==> config.mk <==
export PLATFORM = sky130hd
export DESIGN_NAME = bank_isu_iq_issue_flat
export DESIGN_NICKNAME = d
export VERILOG_FILES = /design/src/rtl/bank_pkg.sv /design/src/rtl/bank_isu_iq_issue_if.sv /design/src/rtl/bank_isu_credit_ctr.sv /design/src/rtl/bank_isu_iq_issue.sv /design/src/flat_wrapper.sv
export SDC_FILE = /design/constraint.sdc
export NUM_CORES = 1
export LEC_CHECK = 0
export BUFFER_PORTS_ARGS = -buffer_cell sky130_fd_sc_hd__buf_2
export CAP_MARGIN = 10
export CORE_AREA = 2 2 92 94
export DETAILED_ROUTE_END_ITERATION = 8
export DIE_AREA = 0 0 94 96
export PLACE_DENSITY_LB_ADDON = 0.25
export SETUP_SLACK_MARGIN = 0.2
export SYNTH_ARGS = -nofsm -noshare
export SYNTH_HDL_FRONTEND = slang
export SYNTH_SLANG_ARGS = --single-unit
==> constraint.sdc <==
create_clock -name clk_i -period 3.8 [get_ports clk_i]
set_input_delay 0.19 -clock clk_i [delete_from_list [all_inputs] [get_ports clk_i]]
set_output_delay 0.19 -clock clk_i [all_outputs]
set_load 0.005 [all_outputs]
==> src/rtl/bank_pkg.sv <==
// Shared types for the bank issue-queue dequeue side: head status encoding and issue payload.
package bank_pkg;

    localparam int PTR_WIDH_DEF     = 6;
    localparam int N_CH_DEF         = 4;
    localparam int CH_W             = 2;
    localparam int CREDIT_WIDTH_DEF = 3;
    localparam int CREDIT_INIT_DEF  = 4;

    typedef enum logic [1:0] {
        HS_IDLE        = 2'd0,
        HS_WAIT_MSHR   = 2'd1,
        HS_WAIT_CREDIT = 2'd2,
        HS_ISSUE       = 2'd3
    } head_state_e;

    typedef struct packed {
        logic [2:0] rob_id;
        logic [1:0] ch_id;
        logic [1:0] opcode;
        logic [6:0] set_way_off;
        logic [7:0] wbuffer_id;
        logic [3:0] cl_state;
    } iss_payload_t;

endpackage

==> src/rtl/bank_isu_iq_issue_if.sv <==
// Valid/ready issue bus from the issue queue head into the bank data pipe.
interface bank_isu_iq_issue_if;

    logic                   valid;
    logic                   ready;
    bank_pkg::iss_payload_t payload;

    modport master (output valid, output payload, input ready);
    modport slave  (input valid, input payload, output ready);

endinterface

==> src/rtl/bank_isu_credit_ctr.sv <==
// One per-channel issue credit counter; a return into an already-full counter is dropped and flagged.
module bank_isu_credit_ctr #(
    parameter int WIDTH = 3,
    parameter int INIT  = 4
) (
    input  logic             clk_i,
    input  logic             rst_i,
    input  logic             dec_i,
    input  logic             rtn_i,
    output logic [WIDTH-1:0] cnt_o,
    output logic             ovf_o
);

    always_ff @(posedge clk_i) begin
        if (rst_i) begin
            cnt_o <= WIDTH'(INIT);
            ovf_o <= 1'b0;
        end else begin
            unique case ({dec_i, rtn_i})
                2'b10: cnt_o <= cnt_o - WIDTH'(1);
                2'b01: begin
                    if (cnt_o == WIDTH'(INIT))
                        ovf_o <= 1'b1;
                    else
                        cnt_o <= cnt_o + WIDTH'(1);
                end
                default: ;
            endcase
        end
    end

endmodule

==> src/rtl/bank_isu_iq_issue.sv <==
// Issue-queue dequeue end: in-order head issue gated by MSHR linefill, channel credit and output slot.
module bank_isu_iq_issue
    import bank_pkg::*;
#(
    parameter int PTR_WIDH     = PTR_WIDH_DEF,
    parameter int N_CH         = N_CH_DEF,
    parameter int CREDIT_WIDTH = CREDIT_WIDTH_DEF,
    parameter int CREDIT_INIT  = CREDIT_INIT_DEF
) (
    input  logic                clk_i,
    input  logic                rst_i,
    input  logic [PTR_WIDH:0]   iq_count_i,
    output logic [PTR_WIDH-1:0] iq_rd_ptr_o,
    input  logic                iq_rd_mshr_allow_i,
    input  logic [2:0]          iq_rd_rob_id_i,
    input  logic [1:0]          iq_rd_ch_id_i,
    input  logic [1:0]          iq_rd_opcode_i,
    input  logic [6:0]          iq_rd_set_way_off_i,
    input  logic [7:0]          iq_rd_wbuffer_id_i,
    input  logic [3:0]          iq_rd_cl_state_i,
    output logic                iq_deq_o,
    input  logic [N_CH-1:0]     credit_rtn_i,
    bank_isu_iq_issue_if.master iss,
    output head_state_e         head_state_o,
    output logic                credit_ovf_o,
    output logic [7:0]          stall_cnt_o
);

    logic [N_CH-1:0][CREDIT_WIDTH-1:0] credit;
    logic [N_CH-1:0]                   ch_dec;
    logic [N_CH-1:0]                   ch_ovf;
    logic                              head_vld;
    logic                              head_credit;
    logic                              out_free;
    logic                              eligible;
    iss_payload_t                      head;
    head_state_e                       hs_nxt;

    assign head = '{
        rob_id:      iq_rd_rob_id_i,
        ch_id:       iq_rd_ch_id_i,
        opcode:      iq_rd_opcode_i,
        set_way_off: iq_rd_set_way_off_i,
        wbuffer_id:  iq_rd_wbuffer_id_i,
        cl_state:    iq_rd_cl_state_i
    };

    assign head_vld    = iq_count_i != '0;
    assign head_credit = credit[iq_rd_ch_id_i] != '0;
    assign out_free    = !iss.valid || iss.ready;
    assign eligible    = head_vld && iq_rd_mshr_allow_i && head_credit && out_free;
    // A reset cycle must not pop: the enqueue side would lose an entry the output never keeps.
    assign iq_deq_o    = eligible && !rst_i;

    for (genvar c = 0; c < N_CH; c++) begin : g_ch
        assign ch_dec[c] = iq_deq_o && (iq_rd_ch_id_i == CH_W'(c));

        bank_isu_credit_ctr #(
            .WIDTH (CREDIT_WIDTH),
            .INIT  (CREDIT_INIT)
        ) u_ctr (
            .clk_i (clk_i),
            .rst_i (rst_i),
            .dec_i (ch_dec[c]),
            .rtn_i (credit_rtn_i[c]),
            .cnt_o (credit[c]),
            .ovf_o (ch_ovf[c])
        );
    end

    assign credit_ovf_o = |ch_ovf;

    // MSHR outranks credit so a head waiting on both reports the linefill.
    always_comb begin
        hs_nxt = HS_ISSUE;
        if (!head_vld)
            hs_nxt = HS_IDLE;
        else if (!iq_rd_mshr_allow_i)
            hs_nxt = HS_WAIT_MSHR;
        else if (!head_credit)
            hs_nxt = HS_WAIT_CREDIT;
    end

    always_ff @(posedge clk_i) begin
        if (rst_i) begin
            iq_rd_ptr_o  <= '0;
            iss.valid    <= 1'b0;
            iss.payload  <= '0;
            head_state_o <= HS_IDLE;
            stall_cnt_o  <= '0;
        end else begin
            if (eligible) begin
                iq_rd_ptr_o <= iq_rd_ptr_o + PTR_WIDH'(1);
                iss.valid   <= 1'b1;
                iss.payload <= head;
            end else if (iss.ready) begin
                iss.valid   <= 1'b0;
            end
            head_state_o <= hs_nxt;
            if (head_vld && !eligible && stall_cnt_o != 8'hFF)
                stall_cnt_o <= stall_cnt_o + 8'd1;
        end
    end

endmodule

==> src/flat_wrapper.sv <==
// flat-port wrapper written by rule: the top's interface ports become plain ports
module bank_isu_iq_issue_flat import bank_pkg::*;
#(
    parameter int PTR_WIDH     = PTR_WIDH_DEF,
    parameter int N_CH         = N_CH_DEF,
    parameter int CREDIT_WIDTH = CREDIT_WIDTH_DEF,
    parameter int CREDIT_INIT  = CREDIT_INIT_DEF
)
  (clk_i, rst_i, iq_count_i, iq_rd_ptr_o, iq_rd_mshr_allow_i, iq_rd_rob_id_i, iq_rd_ch_id_i, iq_rd_opcode_i, iq_rd_set_way_off_i, iq_rd_wbuffer_id_i, iq_rd_cl_state_i, iq_deq_o, credit_rtn_i, head_state_o, credit_ovf_o, stall_cnt_o, iss_valid, iss_payload, iss_ready);
  bank_isu_iq_issue_if iss_i ();
  input  logic clk_i;
  input  logic rst_i;
  input  logic [PTR_WIDH:0] iq_count_i;
  output logic [PTR_WIDH-1:0] iq_rd_ptr_o;
  input  logic iq_rd_mshr_allow_i;
  input  logic [2:0] iq_rd_rob_id_i;
  input  logic [1:0] iq_rd_ch_id_i;
  input  logic [1:0] iq_rd_opcode_i;
  input  logic [6:0] iq_rd_set_way_off_i;
  input  logic [7:0] iq_rd_wbuffer_id_i;
  input  logic [3:0] iq_rd_cl_state_i;
  output logic iq_deq_o;
  input  logic [N_CH-1:0] credit_rtn_i;
  output head_state_e head_state_o;
  output logic credit_ovf_o;
  output logic [7:0] stall_cnt_o;
  output wire logic [$bits(iss_i.valid)-1:0] iss_valid;
  output wire logic [$bits(iss_i.payload)-1:0] iss_payload;
  input wire logic [$bits(iss_i.ready)-1:0] iss_ready;
  assign iss_valid = iss_i.valid;
  assign iss_payload = iss_i.payload;
  assign iss_i.ready = iss_ready;
  bank_isu_iq_issue #(.PTR_WIDH(PTR_WIDH), .N_CH(N_CH), .CREDIT_WIDTH(CREDIT_WIDTH), .CREDIT_INIT(CREDIT_INIT)) u_core (.clk_i(clk_i), .rst_i(rst_i), .iq_count_i(iq_count_i), .iq_rd_ptr_o(iq_rd_ptr_o), .iq_rd_mshr_allow_i(iq_rd_mshr_allow_i), .iq_rd_rob_id_i(iq_rd_rob_id_i), .iq_rd_ch_id_i(iq_rd_ch_id_i), .iq_rd_opcode_i(iq_rd_opcode_i), .iq_rd_set_way_off_i(iq_rd_set_way_off_i), .iq_rd_wbuffer_id_i(iq_rd_wbuffer_id_i), .iq_rd_cl_state_i(iq_rd_cl_state_i), .iq_deq_o(iq_deq_o), .credit_rtn_i(credit_rtn_i), .iss(iss_i), .head_state_o(head_state_o), .credit_ovf_o(credit_ovf_o), .stall_cnt_o(stall_cnt_o));
endmodule
==> results.cfg <==
[run_status]
status = completed

[yosys]
synthAdderAreaFrac_pct = 3.84
syn_area_um2 = 2730
synth_simple_gate_area_share_pct = 26.1
synth_compound_gate_area_share_pct = 15.0
synth_cell_types = 54
synth-xor-area-share_pct = 3.84
synthesis.nets = 370
ys.flop_type = dfxtp_1
synthCells = 323
synthArstFlopShare_pct = 0
muxShareOfSynthArea_pct = 4.53
synth-seq-cells = 59
yosysSeqAreaShare_pct = 43.2
synth_top_family_by_area = simple AND/OR/NAND/NOR gates
yosys_warnings = 0
syn_avg_cell_area_um2 = 8.46
synth_edf_count = 0

[final_layout]
nets = 452
drive_gt1_share_pct = 27.6
area_growth_pct = 26.5
final_area_um2 = 3460
antennaDiodeCount = 0
mostFrequentLayoutCells = buf_2 (85), nand2_1 (70), dfxtp_1 (59)
fill_cells = 823
final_common_cell = buf_2

[worst_setup_path]
r2r-start = u_core.g_ch[0].u_ctr.cnt_o[0]$_SDFFE_PP0P_
cp-endpoint = iq_deq_o
r2r_slack_ns = 1.24
critPathArrivalTime_ns = 2.53
crit_start = u_core.g_ch[0].u_ctr.cnt_o[0]$_SDFFE_PP0P_
worstPathMaxFanout = 28
required_ns = 3.61
r2r-end = u_core.g_ch[1].u_ctr.cnt_o[2]$_SDFFE_PP1P_
worstSetupEndpointType = output port
reg2reg_depth = 7
startpoint_type = register
worstSetupPathType = reg -> out

[clock_tree]
cts.sinks = 59
htreeDepth = 3
postCtsSetupRepairBufs = 0
cts.clk_slew.worst_paths_ns = 0.07
numCtsBuffers = 9
cts-root-buf = clkbuf_8
tritoncts = yes
cts_resized = 0
clkLatencyLatePin_ns = 0.33
hold_buffers = 0
clk_path_buf_depth = 2

[sta]
clock.fmax_ghz = 0.367
finalSetupViolCount = 0
grt_setup_unrepaired = no
tns_ns = 0
worstMarginPinSlew_ns = 0.765
slew_viol_final = 0
finalClockSkew_ns = 0.00573
fin_crit_ns = 2.72
hold_viol = 0
timing.slew.headroom_pct = 49.0
fin_crit_sh_pct = 71.6

[floorplanning]
num_rows = 33
fp.dieArea_um2 = 9020
core_um2 = 8050
fp.dieH_um = 96
ios = 86
initial_utilization_pct = 34.0
die_x_um = 94

[detailed_routing]
drt-initial-drc-count = 107
ant_nets = 0
wirelength_um = 6580
vias = 2498
wl_per_cell_um = 12.8
via_per_inst = 4.85
route.detailed.drc = 0
drt_pass1_iterations = 4

[power_and_ir_drop]
intPower_mw = 1.16
power_frac_seq_pct = 44.4
p_per_area_nw_per_um2 = 452
p_switching_mw = 0.403
clkPwrFrac_pct = 41.7
vdd_drop_max_v = 0.000184
p_comb_share_pct = 13.9
swShare_pct = 25.7
leakagePower_nw = 1.52

[grt]
gr-usage-all-layers_pct = 15.0
antenna_found_initial = 0
grt_overflow = 0
grt_pass1_vias = 2344
grt_max_degree = 65
grt_pass1_wl_um = 10600

[placed_design]
hpwl_um = 4710
place_area_um2 = 3230
port_buffers = 85
gp_congestion = 0.812

[flow_run]
maxCapViolations = 0

[hold_path]
min-delay-path-class = in -> reg
cell type report:
type	count	area [um^2]	share of cell area [%]
well taps	105	131	3.80
clock inverters	5	75.1	2.17
clock buffers	11	151	4.38
inverters	6	22.5	0.651
repair buffers	87	440	12.7
multi-input cells	242	1460	42.1
flip-flops and latches	59	1180	34.1
cell families after synthesis:
| family | Yosys count |
|---|---|
| xor gates and xnor gates | 12 |
| AOI/OAI and AO/OA | 60 |
| buffers and inverters | 22 |
| adders and majority gates | 6 |
| and+or+nand+nor | 153 |
| DFF | 59 |
| muxes | 11 |
state kept, by name, summed over array words and instances, names as in the netlist:
| signal | flops |
|---|---|
| u_core.head_state_o | 2 |
| u_core.iss.valid | 1 |
| u_core.iss.payload | 26 |
| u_core.g_ch.u_ctr.ovf_o | 4 |
| u_core.iq_rd_ptr_o | 6 |
| u_core.g_ch.u_ctr.cnt_o | 12 |
| u_core.stall_cnt_o | 8 |
cell usage after synthesis (3+ instances only):
cell      instances  area share (%)
or4_1             5             1.4
mux2i_1           6             2.2
and3_1            4            0.92
a211oi_1          5             1.4
nand4_1           3            0.69
clkbuf_1         10             1.4
or3_1             3            0.69
dfxtp_1          59              43
and2_1            3            0.69
nor2b_1           7             1.6
a21oi_1          33             6.0
buf_2             4            0.73
mux2_1            3             1.2
nand3_1           8             1.5
inv_1             6            0.82
fa_1              4             2.9
nand2_1          70             9.6
nor2_1           32             4.4
xnor2_1          11             3.5
nor3_1            5            0.92
per-layer routing:
| layer | routed length, um | up-vias | track usage (%) |
|---|---|---|---|
| met5 | 0 | - | 0 |
| met4 | 89 | 0 | 4.83 |
| met3 | 346 | 7 | 4.93 |
| met2 | 3160 | 53 | 25.1 |
| met1 | 2990 | 1155 | 18.3 |
| li1 | - | 1283 | - |
power groups by stage:
stage | clock (mW) | sequential (mW) | combinational, mW
CTS | 0.672 | 0.695 | 0.222
detailed placement | 0 | 0.708 | 0.221
global placement | 0 | 0.707 | 0.217
global route | 0.701 | 0.701 | 0.249
floorplan | 0 | 0.705 | 0.140
finish | 0.652 | 0.694 | 0.218
critical path, cell delays in order, from the launching register on:
cell	delay, ns
dfxtp_1	0.43
nor4_2	0.11
o32ai_2	0.69
nand3_2	0.60
nor2_1	0.22
buf_2	0.14
per-stage QoR:
step           hold slack [ns]  power (mW)  instances  utilization [%]  worst slack [ns]
4_1_cts                 0.0705        1.59        515             43.0             0.953
6_report                0.0889        1.56        515             43.0              1.08
3_5_place_dp             0.436       0.929        499             40.2             0.921
3_3_place_gp             0.431       0.924        499             40.2             0.982
5_1_grt                 0.0742        1.65        515             43.0             0.777
2_1_floorplan            0.282       0.845        323                -              1.27
how the worst min path moves through the flow:
stage | start | end | slack [ns] | depth (start not counted)
finish | iq_rd_set_way_off_i[4] | u_core.iss.payload[16]$_SDFFE_PP0P_ | 0.09 | 3
global route | iq_rd_set_way_off_i[3] | u_core.iss.payload[15]$_SDFFE_PP0P_ | 0.07 | 3
CTS | iq_rd_cl_state_i[3] | u_core.iss.payload[3]$_SDFFE_PP0P_ | 0.07 | 3
detailed placement | iq_rd_cl_state_i[0] | u_core.iss.payload[0]$_SDFFE_PP0P_ | 0.44 | 3
global placement | iq_rd_cl_state_i[1] | u_core.iss.payload[1]$_SDFFE_PP0P_ | 0.43 | 3
floorplan | iq_rd_mshr_allow_i | u_core.head_state_o[0]$_SDFF_PP0_ | 0.28 | 1
No activity file was read; power rests on OpenSTA's default activity.
